File: src/rtl/resonant_pkg.sv
// Shared types and default constants for the resonant emulator control path.
// Latency: n/a (declarations only).
// Backpressure: n/a.
package resonant_pkg;

    localparam int BUS_WIDTH_DEF      = 10;
    localparam int PULSE_DURATION_DEF = 3;
    localparam int Q_PER_PULSE_DEF    = 60;
    localparam int WINDOW_CYCLES_DEF  = 256;

    typedef enum logic [1:0] {
        IDLE  = 2'd0,
        COUNT = 2'd1,
        DONE  = 2'd2
    } q_cnt_state_e;

endpackage

File: src/rtl/pulse_qualifier.sv
// Synchronizes an async pulse train and accepts each high run once it lasts MIN_HIGH cycles.
// Latency: input rise to accept is SYNC_STAGES+MIN_HIGH-1 cycles.
// Backpressure: none; accept is a free-running single-cycle strobe.
module pulse_qualifier
    import resonant_pkg::*;
#(
    parameter int SYNC_STAGES = 2,
    parameter int MIN_HIGH    = 2
) (
    input  logic clk,
    input  logic rst_n,
    input  logic d_async,
    output logic accept
);

    localparam int RUN_W = $clog2(MIN_HIGH + 1);
    localparam logic [RUN_W-1:0] RUN_MAX = RUN_W'(MIN_HIGH);
    localparam logic [RUN_W-1:0] RUN_HIT = RUN_W'(MIN_HIGH - 1);

    logic [SYNC_STAGES-1:0] sync;
    logic [RUN_W-1:0]       run;
    logic                   d_sync;

    assign d_sync = sync[SYNC_STAGES-1];

    // run holds the length of the high run seen before this cycle, saturating at MIN_HIGH
    always_ff @(posedge clk or negedge rst_n) begin
        if (!rst_n) begin
            sync <= '0;
            run  <= '0;
        end else begin
            sync <= {sync[SYNC_STAGES-2:0], d_async};
            if (!d_sync) begin
                run <= '0;
            end else if (run != RUN_MAX) begin
                run <= run + RUN_W'(1);
            end
        end
    end

    assign accept = d_sync && (run == RUN_HIT);

endmodule

File: src/rtl/q_pulse_counter.sv
// Counts qualified charge pulses over back-to-back fixed windows and reports each window's count.
// Latency: result valid 1 cycle after the last COUNT cycle of a window.
// Backpressure: result held in DONE until q_ready; no new window starts before the handshake.
module q_pulse_counter
    import resonant_pkg::*;
#(
    parameter int BUS_WIDTH     = BUS_WIDTH_DEF,
    parameter int WINDOW_CYCLES = WINDOW_CYCLES_DEF,
    parameter int SYNC_STAGES   = 2,
    parameter int MIN_HIGH      = 2
) (
    input  logic                 clk,
    input  logic                 rst_n,
    input  logic                 q_serialized,
    input  logic                 start,
    output logic [BUS_WIDTH-1:0] q_count,
    output logic                 q_valid,
    input  logic                 q_ready,
    output logic                 q_ovf,
    output logic                 busy
);

    localparam int WIN_W = $clog2(WINDOW_CYCLES);
    localparam logic [WIN_W-1:0]     WIN_LAST = WIN_W'(WINDOW_CYCLES - 1);
    localparam logic [BUS_WIDTH-1:0] ACC_MAX  = '1;

    q_cnt_state_e         state;
    logic [BUS_WIDTH-1:0] acc;
    logic [BUS_WIDTH-1:0] acc_next;
    logic [WIN_W-1:0]     win;
    logic                 ovf_int;
    logic                 ovf_next;
    logic                 accept;

    pulse_qualifier #(
        .SYNC_STAGES (SYNC_STAGES),
        .MIN_HIGH    (MIN_HIGH)
    ) u_qual (
        .clk     (clk),
        .rst_n   (rst_n),
        .d_async (q_serialized),
        .accept  (accept)
    );

    // Saturating accumulate; an accept that cannot be counted marks the window as overflowed
    always_comb begin
        acc_next = acc;
        ovf_next = ovf_int;
        if (accept) begin
            if (acc == ACC_MAX) begin
                ovf_next = 1'b1;
            end else begin
                acc_next = acc + BUS_WIDTH'(1);
            end
        end
    end

    always_ff @(posedge clk or negedge rst_n) begin
        if (!rst_n) begin
            state   <= IDLE;
            acc     <= '0;
            win     <= '0;
            ovf_int <= 1'b0;
            q_count <= '0;
            q_ovf   <= 1'b0;
            q_valid <= 1'b0;
        end else begin
            case (state)
                IDLE: begin
                    if (start) begin
                        state   <= COUNT;
                        acc     <= '0;
                        win     <= '0;
                        ovf_int <= 1'b0;
                    end
                end
                COUNT: begin
                    if (!start) begin
                        state <= IDLE;
                    end else begin
                        acc     <= acc_next;
                        ovf_int <= ovf_next;
                        win     <= win + WIN_W'(1);
                        if (win == WIN_LAST) begin
                            state   <= DONE;
                            q_count <= acc_next;
                            q_ovf   <= ovf_next;
                            q_valid <= 1'b1;
                        end
                    end
                end
                DONE: begin
                    // accepts arriving here are intentionally dropped
                    if (q_ready) begin
                        q_valid <= 1'b0;
                        if (start) begin
                            state   <= COUNT;
                            acc     <= '0;
                            win     <= '0;
                            ovf_int <= 1'b0;
                        end else begin
                            state <= IDLE;
                        end
                    end
                end
                default: begin
                    state <= IDLE;
                end
            endcase
        end
    end

    assign busy = (state == COUNT);

endmodule

File: config.mk
export PLATFORM = sky130hd
export DESIGN_NAME = q_pulse_counter
export DESIGN_NICKNAME = d
export VERILOG_FILES = /design/src/rtl/resonant_pkg.sv /design/src/rtl/pulse_qualifier.sv /design/src/rtl/q_pulse_counter.sv
export SDC_FILE = /design/constraint.sdc
export NUM_CORES = 1
export LEC_CHECK = 0
export CAP_MARGIN = 40
export CORE_ASPECT_RATIO = 1.1
export CORE_MARGIN = 2
export CORE_UTILIZATION = 56
export DETAILED_ROUTE_END_ITERATION = 8
export PLACE_DENSITY_LB_ADDON = 0.05
export SETUP_SLACK_MARGIN = 0.02
export SLEW_MARGIN = 20
export SYNTH_ARGS = -nofsm -noshare
export SYNTH_HDL_FRONTEND = slang
export SYNTH_HIERARCHICAL = 1
export SYNTH_SLANG_ARGS = --single-unit
File: constraint.sdc
create_clock -name clk -period 1.9 [get_ports clk]
set_input_delay 0.38 -clock clk [delete_from_list [all_inputs] [get_ports clk]]
set_output_delay 0.38 -clock clk [all_outputs]
set_load 0.02 [all_outputs]
==> key figures <==
Outcome
  • Status: complete, but fails checks
  • Violated checks: design-rule violations

STA
  • Max transition margin: 69.5%
  • Setup TNS: 0 ps
  • Least-Margin Pin Slew: 458 ps
  • Unrepaired setup endpoints after global routing: false
  • Clock Skew: 9.98 ps
  • Final hold viol count: 0
  • Final Cycle Share: 92.2%
  • Final setup viols: 0
  • Max-slew violations: 0
  • WHS: 366 ps
  • Final min period: 1750 ps
  • Max Freq: 0.571 GHz

Synth
  • Post-synthesis sequential area ratio: 50.0%
  • Syn avg cell area: 9.80 um2
  • #FFs+latches synth: 37
  • Top_reg_cell synth: dfrtp_1
  • Mapped Cells: 189
  • Syn Nets: 198
  • Post-synth EDFFs: 0
  • Yosys warns: 6
  • Cell area after synthesis: 1850 um2
  • Yosys cell types: 44
  • Post-synth ARST share: 100%

Critical path
  • Crit Reg-Reg Startpoint: u_qual/run[0]
  • Slowest Stage Delay on Critical Path: 430 ps
  • R2R Path End: q_count[5]
  • Most common cell on crit path: o21ai_0
  • Worst EP arrival: 1980 ps
  • Startpoint Class: register
  • Worst-path maximum fanout: 7
  • Reg2Reg Depth: 7
  • CP Launch Point: u_qual/run[0]
  • Critical path destination: q_count[5]
  • CP Buf/Inv Count: 1
  • Crit path cell chain: ha_1, and2_2, and4_1, buf_4, and3_1, o21ai_0, o21ai_0
  • Crit path kind: reg -> reg
  • CP top delay family: simple AND/OR/NAND/NOR gates
  • Req. time, crit path: 2130 ps
  • Crit. path cell count: 7
  • Reg2Reg Setup Slack: 150 ps
  • Crit path capture type: register
  • Cell at the slowest stage of the critical path: dfrtp_1

CTS
  • Setup bufs post-CTS: 0
  • Root buffer cell: clkbuf_4
  • TritonCTS clock tree: done
  • Clock slew at reported path FFs: 110 ps
  • CTS buffer count: 5
  • Clk Latency, worst-skew pair: 350 ps
  • Sink Count: 37
  • H-tree levels: 2
  • Clock Path Buffers: 2

Detailed routing
  • Vias/cell: 6.01
  • Post-DRT Antenna Nets: 0
  • Drt first-iter violations: 70
  • Vias: 1,521
  • WL/cell: 14.7 um
  • Detailed-route DRC error count: 2
  • Drt pass-1 iters: 7
  • Final wirelength: 3720 um

Floorplanning
  • Effective utilization at floorplan: 59.8%
  • Die area: 3790 um2
  • Die Span Y: 64.3 um
  • Width of the die: 58.8 um
  • Num rows: 21
  • IO Count: 18
  • CORE AREA: 3100 um2

Global routing
  • First-pass GRT wire length: 6400 um
  • GR Overflow Total: 0
  • Met1 Track Usage GR: 26.5%
  • Busiest grt layer: met2
  • Grt met2 use: 37.4%
  • Vias in the first global route: 1,490
  • Initial antenna violation count: 0
  • Largest net degree at the start of global routing: 38
  • Gr usage total: 22.3%
  • Met3 global-route usage: 3.85%

Layout
  • Share of layout cells above drive strength 1: 13.7%
  • Nets: 227
  • N_diodes: 0
  • Synth-to-layout area growth: 18.2%

Pwr
  • Pwr dens: 744 nW/um2
  • Leakage: 0.000972 uW
  • Worst vdd ir: 0.452 mV

Place
  • DP HPWL: 2670 um
  • Port Buf Inserts: 17
  • Gpl congestion: 0.836

Min path
  • Min-Delay Path Class: reg -> reg

Job
  • Max-Cap Viols: 0
==> state kept, by name (all words and copies together), names as in the netlist <==
| signal | count |
|---|---|
| acc | 10 |
| ovf_int | 1 |
| q_count | 10 |
| q_ovf | 1 |
| q_valid | 1 |
| state | 2 |
| u_qual/run | 2 |
| u_qual/sync | 2 |
| win | 8 |
==> worst register-to-register path: cells and delay by family (launching register included) <==
kind	cells	cell delay, ps
flip-flops	1	430
AO/OA/AOI/OAI	2	230
buffers and inverters	1	150
AND/OR/NAND/NOR	3	630
adder cells (fa/ha/maj)	1	200
==> cells in the mapped netlist, drive strengths merged (2+ instances only) <==
master   count  area (um2)
o211ai       2        15.0
xor2         2        17.5
nor3         2        10.0
a31oi        3        18.8
or4          3        22.5
and3         4        25.0
o21ai       16        83.8
buf          4        26.3
mux2i        2        20.0
dfrtp       37         926
o31ai        6        45.0
xnor2        3        26.3
o31a         3        26.3
o2111ai      2        17.5
nor2b        2        20.0
and4         3        26.3
inv          9        33.8
clkbuf       3        11.3
ha           4        50.1
and2         3        18.8
nand2       21        78.8
a21oi       15        75.1
nand2b       3        18.8
a32oi        2        17.5
a21o         4        31.3
nand3        7        35.0
a22o         2        18.8
nor2        11        41.3
==> per-layer routing <==
| metal | share of wire [%] | vias up |
|---|---|---|
| met4 | 1.6 | 0 |
| met2 | 50 | 44 |
| li1 | - | 748 |
| met5 | 0 | - |
| met1 | 44 | 723 |
| met3 | 4.0 | 6 |
==> cells in the final DEF, fill, tap and decap left out, types with 2 or more instances in the layout <==
master	count
nor3_2	2
clkbuf_4	5
buf_4	12
dfrtp_1	37
o211ai_1	2
clkinv_2	2
o21ai_0	15
ha_1	4
o31ai_1	6
a21oi_1	15
nor2_1	11
inv_1	9
xnor2_1	3
and4_1	3
o31a_1	3
clkdlybuf4s50_1	16
xor2_1	2
mux2i_1	2
and3_1	4
nand2b_1	3
a31oi_1	3
o2111ai_1	2
nand2_1	21
or4_1	3
nand3_1	6
a32oi_1	2
a21o_1	3
and2_1	2
==> layout make-up <==
class | count | area [um2]
clock buffer | 6 | 41.3
clock inverter | 2 | 10.0
tap | 34 | 42.5
multi-input combinational | 136 | 877
inverter | 9 | 33.8
timing repair buffer | 29 | 259
fill | 239 | 911
sequential | 37 | 926
==> through the flow <==
step / cells / power, uW / cell area (um2) / util [%] / worst slack (ps)
6_report: 253 / 1630 / 2190 / 70.6 / 148
5_1_grt: 253 / 1730 / 2190 / 70.6 / 49.8
4_1_cts: 253 / 1650 / 2170 / 70.1 / 43.8
3_5_place_dp: 245 / 1250 / 2120 / 68.3 / 15.4
3_3_place_gp: 245 / 1220 / 2120 / 68.3 / 89.1
2_1_floorplan: 189 / 1140 / 1850 / - / 215
==> report_power, final <==
group	total, uW	switching (uW)	internal [uW]
combinational	316	172	145
clock	401	260	141
sequential	912	63.4	849
==> logic make-up (layout without fill, tap and decap cells) <==
kind of cell / count (synthesis) / count (layout) / synth area share [%]
buffers and inverters: 16 / 46 / 3.85
xor gates and xnor gates: 5 / 5 / 2.36
AOI/OAI and AO/OA: 63 / 63 / 22.6
and+or+nand+nor: 62 / 62 / 17.5
DFF: 37 / 37 / 50.0
adders and majority gates: 4 / 4 / 2.70
muxes: 2 / 2 / 1.08
==> worst min-delay path by stage <==
stage,from,endpoint,slack [ps],depth (start not counted)
global route,u_qual/sync[0],u_qual/sync[1],380,0
floorplan,rst_n,acc[0],80,0
detailed placement,u_qual/sync[0],u_qual/sync[1],340,0
finish,u_qual/sync[0],u_qual/sync[1],370,0
CTS,u_qual/sync[0],u_qual/sync[1],370,0
global placement,u_qual/sync[0],u_qual/sync[1],330,0
==> repair_timing <==
item / CTS / global route
cloned: 0 / 0
endpoints found under the setup margin: 3 / 12
pin swaps: 0 / 0
gates resized for setup: 2 / 5
hold buffers: 0 / 0
Note: power is estimated with default switching activity, not from simulation.
